--- config.mk ---
export PLATFORM = sky130hd
export DESIGN_NAME = add_sub_unit
export DESIGN_NICKNAME = d
export VERILOG_FILES = /design/src/rtl/tomasulo_pkg.sv /design/src/rtl/add_sub_unit.sv
export SDC_FILE = /design/constraint.sdc
export NUM_CORES = 1
export LEC_CHECK = 0
export ABC_AREA = 0
export CORE_ASPECT_RATIO = 1.5
export CORE_MARGIN = 2
export CORE_UTILIZATION = 55
export DETAILED_ROUTE_END_ITERATION = 8
export PLACE_DENSITY_LB_ADDON = 0.05
export SYNTH_ARGS = -nofsm -noshare
export SYNTH_HDL_FRONTEND = slang
export SYNTH_SLANG_ARGS = --single-unit
--- constraint.sdc ---
create_clock -name CLK -period 4.7 [get_ports CLK]
set_input_delay 1.175 -clock CLK [delete_from_list [all_inputs] [get_ports CLK]]
set_output_delay 1.175 -clock CLK [all_outputs]
set_load 0.005 [all_outputs]
--- src/rtl/tomasulo_pkg.sv ---
// -----------------------------------------------------------------------------
// tomasulo_pkg
//   Shared definitions for the Tomasulo functional units and the reservation
//   stations: data/tag widths, opcode encodings and the functional-unit state
//   encoding.
//
//   Contents:
//     DATA_W, TAG_W, OP_W        - datapath, tag and opcode widths
//     OP_ADD, OP_SUB             - opcodes handled by the add/sub unit
//     fu_state_t + ST_* values   - functional-unit FSM state encoding
//     is_add_sub_op()            - opcode filter used at dispatch
// -----------------------------------------------------------------------------
package tomasulo_pkg;

  localparam int DATA_W = 16;
  localparam int TAG_W  = 4;
  localparam int OP_W   = 3;

  localparam logic [OP_W-1:0] OP_ADD = 3'b001;
  localparam logic [OP_W-1:0] OP_SUB = 3'b010;

  // Plain logic vector plus named constants so older code that compares
  // against raw encodings keeps working.
  typedef logic [1:0] fu_state_t;

  localparam fu_state_t ST_IDLE     = 2'd0;
  localparam fu_state_t ST_EXEC     = 2'd1;
  localparam fu_state_t ST_WAIT_CDB = 2'd2;

  function automatic logic is_add_sub_op(input logic [OP_W-1:0] o);
    return (o == OP_ADD) || (o == OP_SUB);
  endfunction

endpackage

--- src/rtl/add_sub_unit.sv ---
// -----------------------------------------------------------------------------
// add_sub_unit
//   Integer add/subtract functional unit for a Tomasulo pipeline. Accepts one
//   instruction from a reservation station, spends LATENCY cycles executing,
//   then requests the common data bus (CDB) and broadcasts tag + result once
//   granted.
//
//   Parameter:
//     LATENCY    execute cycles from accept to CDB request (legal 1..7)
//
//   Ports:
//     CLK        clock, rising edge
//     CLR        asynchronous active-high reset
//     start      dispatch strobe from the reservation station
//     op         opcode (OP_ADD / OP_SUB; anything else is ignored)
//     Vj, Vk     source operands
//     tag        reservation-station tag of the dispatched instruction
//     busy       unit holds an instruction, dispatch is not accepted
//     cdb_req    CDB request, high exactly while waiting for the bus
//     cdb_grant  CDB arbiter grant
//     cdb_valid  one-cycle result broadcast
//     cdb_tag    broadcast tag (0 when cdb_valid is low)
//     cdb_data   broadcast result (0 when cdb_valid is low)
//     dbg_state  current FSM state (ST_IDLE / ST_EXEC / ST_WAIT_CDB)
//     cdb_ovf    signed overflow of the broadcast result
//                (only when ADD_SUB_UNIT_OVF_EN is defined)
//
//   Handshakes:
//     Dispatch: the rising edge with start=1, busy=0 and a legal op is the
//     transfer; busy plays the role of an inverted ready. Result: cdb_req is
//     the valid, cdb_grant the ready; a rising edge with both high transfers
//     the result, which appears on cdb_valid/cdb_tag/cdb_data for the
//     following cycle. cdb_req stays high and the result stays held until that
//     edge; cdb_grant is meaningless while cdb_req is low.
// -----------------------------------------------------------------------------
module add_sub_unit
  import tomasulo_pkg::*;
#(
  parameter int LATENCY = 2
) (
  input  logic              CLK,
  input  logic              CLR,
  input  logic              start,
  input  logic [OP_W-1:0]   op,
  input  logic [DATA_W-1:0] Vj,
  input  logic [DATA_W-1:0] Vk,
  input  logic [TAG_W-1:0]  tag,
  output logic              busy,
  output logic              cdb_req,
  input  logic              cdb_grant,
  output logic              cdb_valid,
  output logic [TAG_W-1:0]  cdb_tag,
  output logic [DATA_W-1:0] cdb_data,
  output logic [1:0]        dbg_state
`ifdef ADD_SUB_UNIT_OVF_EN
  ,
  output logic              cdb_ovf
`endif
);

  // The counter counts down to 0 inside EXEC; loading LATENCY-1 makes the
  // unit spend exactly LATENCY cycles in EXEC.
  localparam logic [2:0] CNT_LOAD = 3'(LATENCY - 1);

  fu_state_t         state;
  logic [2:0]        cnt;
  logic [OP_W-1:0]   op_q;
  logic [DATA_W-1:0] vj_q;
  logic [DATA_W-1:0] vk_q;
  logic [TAG_W-1:0]  tag_q;
  logic [DATA_W-1:0] result;
  logic              accept;

  // Carry/borrow out of bit 15 is simply dropped.
  always_comb begin
    result = '0;
    if (op_q == OP_SUB) result = vj_q - vk_q;
    else                result = vj_q + vk_q;
  end

`ifdef ADD_SUB_UNIT_OVF_EN
  // Two's-complement overflow: operands that push in the same signed
  // direction (for SUB, Vk's sign is effectively inverted) but produce a
  // result whose sign differs from Vj.
  logic ovf_c;
  always_comb begin
    ovf_c = 1'b0;
    if (op_q == OP_SUB)
      ovf_c = (vj_q[DATA_W-1] != vk_q[DATA_W-1]) && (result[DATA_W-1] != vj_q[DATA_W-1]);
    else
      ovf_c = (vj_q[DATA_W-1] == vk_q[DATA_W-1]) && (result[DATA_W-1] != vj_q[DATA_W-1]);
  end
`endif

  assign accept    = (state == ST_IDLE) && start && is_add_sub_op(op);
  assign busy      = (state != ST_IDLE);
  assign cdb_req   = (state == ST_WAIT_CDB);
  assign dbg_state = state;

  always_ff @(posedge CLK or posedge CLR) begin
    if (CLR) begin
      state     <= ST_IDLE;
      cnt       <= '0;
      op_q      <= '0;
      vj_q      <= '0;
      vk_q      <= '0;
      tag_q     <= '0;
      cdb_valid <= 1'b0;
      cdb_tag   <= '0;
      cdb_data  <= '0;
`ifdef ADD_SUB_UNIT_OVF_EN
      cdb_ovf   <= 1'b0;
`endif
    end else begin
      // Broadcast outputs are a one-cycle pulse and read as zero otherwise.
      cdb_valid <= 1'b0;
      cdb_tag   <= '0;
      cdb_data  <= '0;
`ifdef ADD_SUB_UNIT_OVF_EN
      cdb_ovf   <= 1'b0;
`endif
      case (state)
        ST_IDLE: begin
          if (accept) begin
            op_q  <= op;
            vj_q  <= Vj;
            vk_q  <= Vk;
            tag_q <= tag;
            cnt   <= CNT_LOAD;
            state <= ST_EXEC;
          end
        end
        ST_EXEC: begin
          if (cnt == 3'd0) state <= ST_WAIT_CDB;
          else             cnt   <= cnt - 3'd1;
        end
        ST_WAIT_CDB: begin
          if (cdb_grant) begin
            cdb_valid <= 1'b1;
            cdb_tag   <= tag_q;
            cdb_data  <= result;
`ifdef ADD_SUB_UNIT_OVF_EN
            cdb_ovf   <= ovf_c;
`endif
            // Returning to IDLE here lets a new dispatch land in the same
            // cycle the broadcast is visible.
            state     <= ST_IDLE;
          end
        end
        default: state <= ST_IDLE;
      endcase
    end
  end

endmodule

==> key figures <==
Timing
  – Final hold vios: 0
  – Sum Neg Setup Slack: 0 ps
  – Worst Tran Pin Value: 794 ps
  – Final Setup Violations: 0
  – RSZ-0062 raised after global routing: false
  – Fin. max-slew vios: 0
  – Min cycle time layout: 3340 ps
  – FMAX: 300 MHz
  – Period utilisation layout: 0.710
  – Clock Skews: 8.23 ps
  – Max-Slew Margin vs Limit: 0.470

Clock network
  – Clock transition at the registers of the reported paths: 70 ps
  – Clock Sinks: 65
  – TritonCTS clock tree: yes
  – Post_cts resized: 0
  – Post-CTS setup buffers: 0
  – Htree depth: 3
  – TritonCTS Buffers: 9
  – Clk_lat worst skew: 340 ps
  – Clock root buffer: clkbuf_8
  – Hold bufs inserted after CTS: 0
  – CTS Buffer Depth: 2

Setup path
  – Crit path capture type: flop
  – Crit path capture: cdb_data[15]
  – WP data arrival: 3540 ps
  – WP data required: 4900 ps
  – Flop2flop setup slack: 1360 ps
  – Setup Crit Path Kind: reg2reg
  – Startpoint class of the critical path: flop
  – Start of the worst register-to-register path: vk_q[0]
  – R2R Path End: cdb_data[15]
  – CP startpoint: vk_q[0]
  – Worst Path Max Fanout: 7
  – R2r worst-path depth: 14

Route
  – Number of DRC markers in iteration 0: 107
  – DRT antenna net count: 0
  – WL/cell: 14.2 microns
  – DRC: 0
  – Post-DR vias/cell: 5.41
  – Routed wire length: 6.46 mm
  – Drt first pass iters: 4
  – Total number of vias: 2463

Global routing
  – First-pass GRT wire length: 10.9 mm
  – Vias in the first global route: 2432
  – Grt ovf: 0
  – Largest net degree at the start of global routing: 44
  – Initial antenna violation count: 0
  – GRT Total Usage: 0.215

Floorplanning
  – Die area: 6840 sq um
  – Core ar.: 6040 sq um
  – Rows: 35
  – Initial Util: 0.563
  – Die Y: 100 microns
  – Die width: 68.2 microns
  – Top-level port count: 68

Place
  – Routability congestion estimate: 0.864
  – I/O Buffers: 67
  – Post-DP HPWL: 4.83 mm

Synthesis
  – Synthesized area: 3400 sq um
  – Area leader, netlist: dfrtp_1
  – Yosys cell types: 40
  – Share of the synthesized area in the top cell type: 0.478
  – Avg Cell Area, Syn: 11.1 sq um
  – Top-count cell post-synth: dfrtp_1
  – Async S/R FF share, synth: 1.00
  – Number of synthesized flops with an enable pin: 0
  – Syn Nets: 369
  – Seq cells post-synth: 65
  – Primary FF master, synth: dfrtp_1
  – Cells after Synth: 307
  – Sequential area share after synthesis: 0.478
  – YS warnings: 0
  – Ranking of synthesized cells by area: dfrtp_1 (48%), mux2_2 (12%), ha_1 (6.6%)
  – Synth top cells by count: dfrtp_1 (65), mux2_2 (37), nor2_1 (30)

Layout
  – Register area: 1630 sq um
  – # diodes: 0
  – Filler cells: 476
  – Share of cells above drive strength 1: 0.171
  – Area Overhead vs Synth: 28.2%
  – NumNets Final: 439
  – Area of the multi-input gates: 1690 sq um

Pwr
  – Final total power: 3.62 mW
  – Static Leak: 1.96 nW
  – Max VDD drop: 432 uV
  – Cell Pwr Density: 830 nW/um^2

Flow run
  – Max-Cap Viols: 0

Hold path
  – Hold crit path type: reg2reg

Run status
  – Status: finished, final reports clean
layout by cell type, fill, tap and decap left out, types with 2 or more instances in the layout:
master,Yosys,layout
clkdlybuf4s50_1,0,67
dfrtp_1,65,65
mux2_2,37,37
nor2_1,30,30
ha_1,18,18
nand2_1,15,15
a21oi_1,15,15
xor2_1,14,14
o21ai_0,14,14
xnor2_1,12,12
inv_1,12,11
clkbuf_8,0,10
and3_1,6,6
nor3_1,6,6
nand2b_1,5,5
a31oi_1,5,5
nor2b_1,4,4
a21o_1,4,4
o21a_1,4,4
a211oi_1,3,3
nand3_1,2,2
or4_4,2,2
o211ai_1,2,2
o31ai_1,2,2
a31o_2,2,2
o41ai_1,2,2
o21bai_1,2,2
clkinvlp_4,0,2
bufinv_16,0,2
buf_4,0,2
kinds of logic (layout without fill, tap and decap cells):
logic type | count (synthesis) | count (layout) | synth area share
multiplexers | 37 | 37 | 0.122
buffers and inverters | 22 | 96 | 0.0243
AND/OR/NAND/NOR | 78 | 78 | 0.118
adder cells (fa/ha/maj) | 19 | 19 | 0.0721
XOR/XNOR | 27 | 27 | 0.0717
flip-flops | 65 | 65 | 0.478
AO/OA/AOI/OAI | 59 | 59 | 0.113
metal layers:
layer / part of all wire / wire length, microns / track usage / vias up
li1: - / - / - / 1222
met1: 0.42 / 2680 / 0.246 / 1167
met2: 0.52 / 3330 / 0.368 / 61
met3: 0.042 / 272 / 0.0415 / 13
met4: 0.026 / 171 / 0.115 / 0
met5: 0 / 0 / 0 / -
cell type report:
type / count / area share
inverters: 12 / 0.0103
well taps: 74 / 0.0212
multi-input cells: 220 / 0.388
clock buffers: 10 / 0.0316
flip-flops and latches: 65 / 0.373
clock inverters: 5 / 0.0184
repair buffers: 69 / 0.157
worst min path at each step:
stage,to,slack [ps],depth (start not counted),startpoint
final,cnt[0],490,1,cnt[0]
after global routing,vj_q[13],540,1,vj_q[13]
after CTS,cnt[0],490,1,cnt[0]
after detailed placement,cnt[0],480,1,cnt[0]
after global placement,cnt[0],470,1,cnt[0]
after floorplan,cnt[0],450,1,cnt[0]
sequential cells by signal, indices dropped and copies added (netlist names):
register and flops:
cdb_data 16, vj_q 16, vk_q 16, cdb_tag 4, tag_q 4, cnt 3
op_q 3, dbg_state 2, cdb_valid 1
critical path, cell delays in order, from the launching register on:
cell and delay (ps):
dfrtp_1 420, inv_1 70, ha_1 160, nand2b_1 70
or4_4 420, or2_1 290, o21ai_0 210, xor2_1 170
ha_1 310, a211oi_1 340, o21bai_1 140, a31oi_1 230
o31ai_1 140, xnor2_1 170, nor2_1 60
report_power, final:
| group | switching (mW) | total [mW] | internal, mW | leakage (nW) |
|---|---|---|---|---|
| Sequential | 0.178 | 0.952 | 0.774 | 0.822 |
| Clock | 0.205 | 0.513 | 0.309 | 0.104 |
| Combinational | 1.12 | 2.15 | 1.03 | 1.03 |
| Total | 1.50 | 3.62 | 2.12 | 1.96 |
through the flow:
step	cells	hold WS (ps)	instance area (sq um)	worst slack (ps)	util
floorplan	307	449	3400	1610	-
global placement	440	469	4140	1560	0.686
detailed placement	440	484	4140	1460	0.686
CTS	455	494	4360	1420	0.722
global route	455	542	4360	1160	0.722
finish	455	488	4360	1360	0.722
No activity file was read; power rests on OpenSTA's default activity.
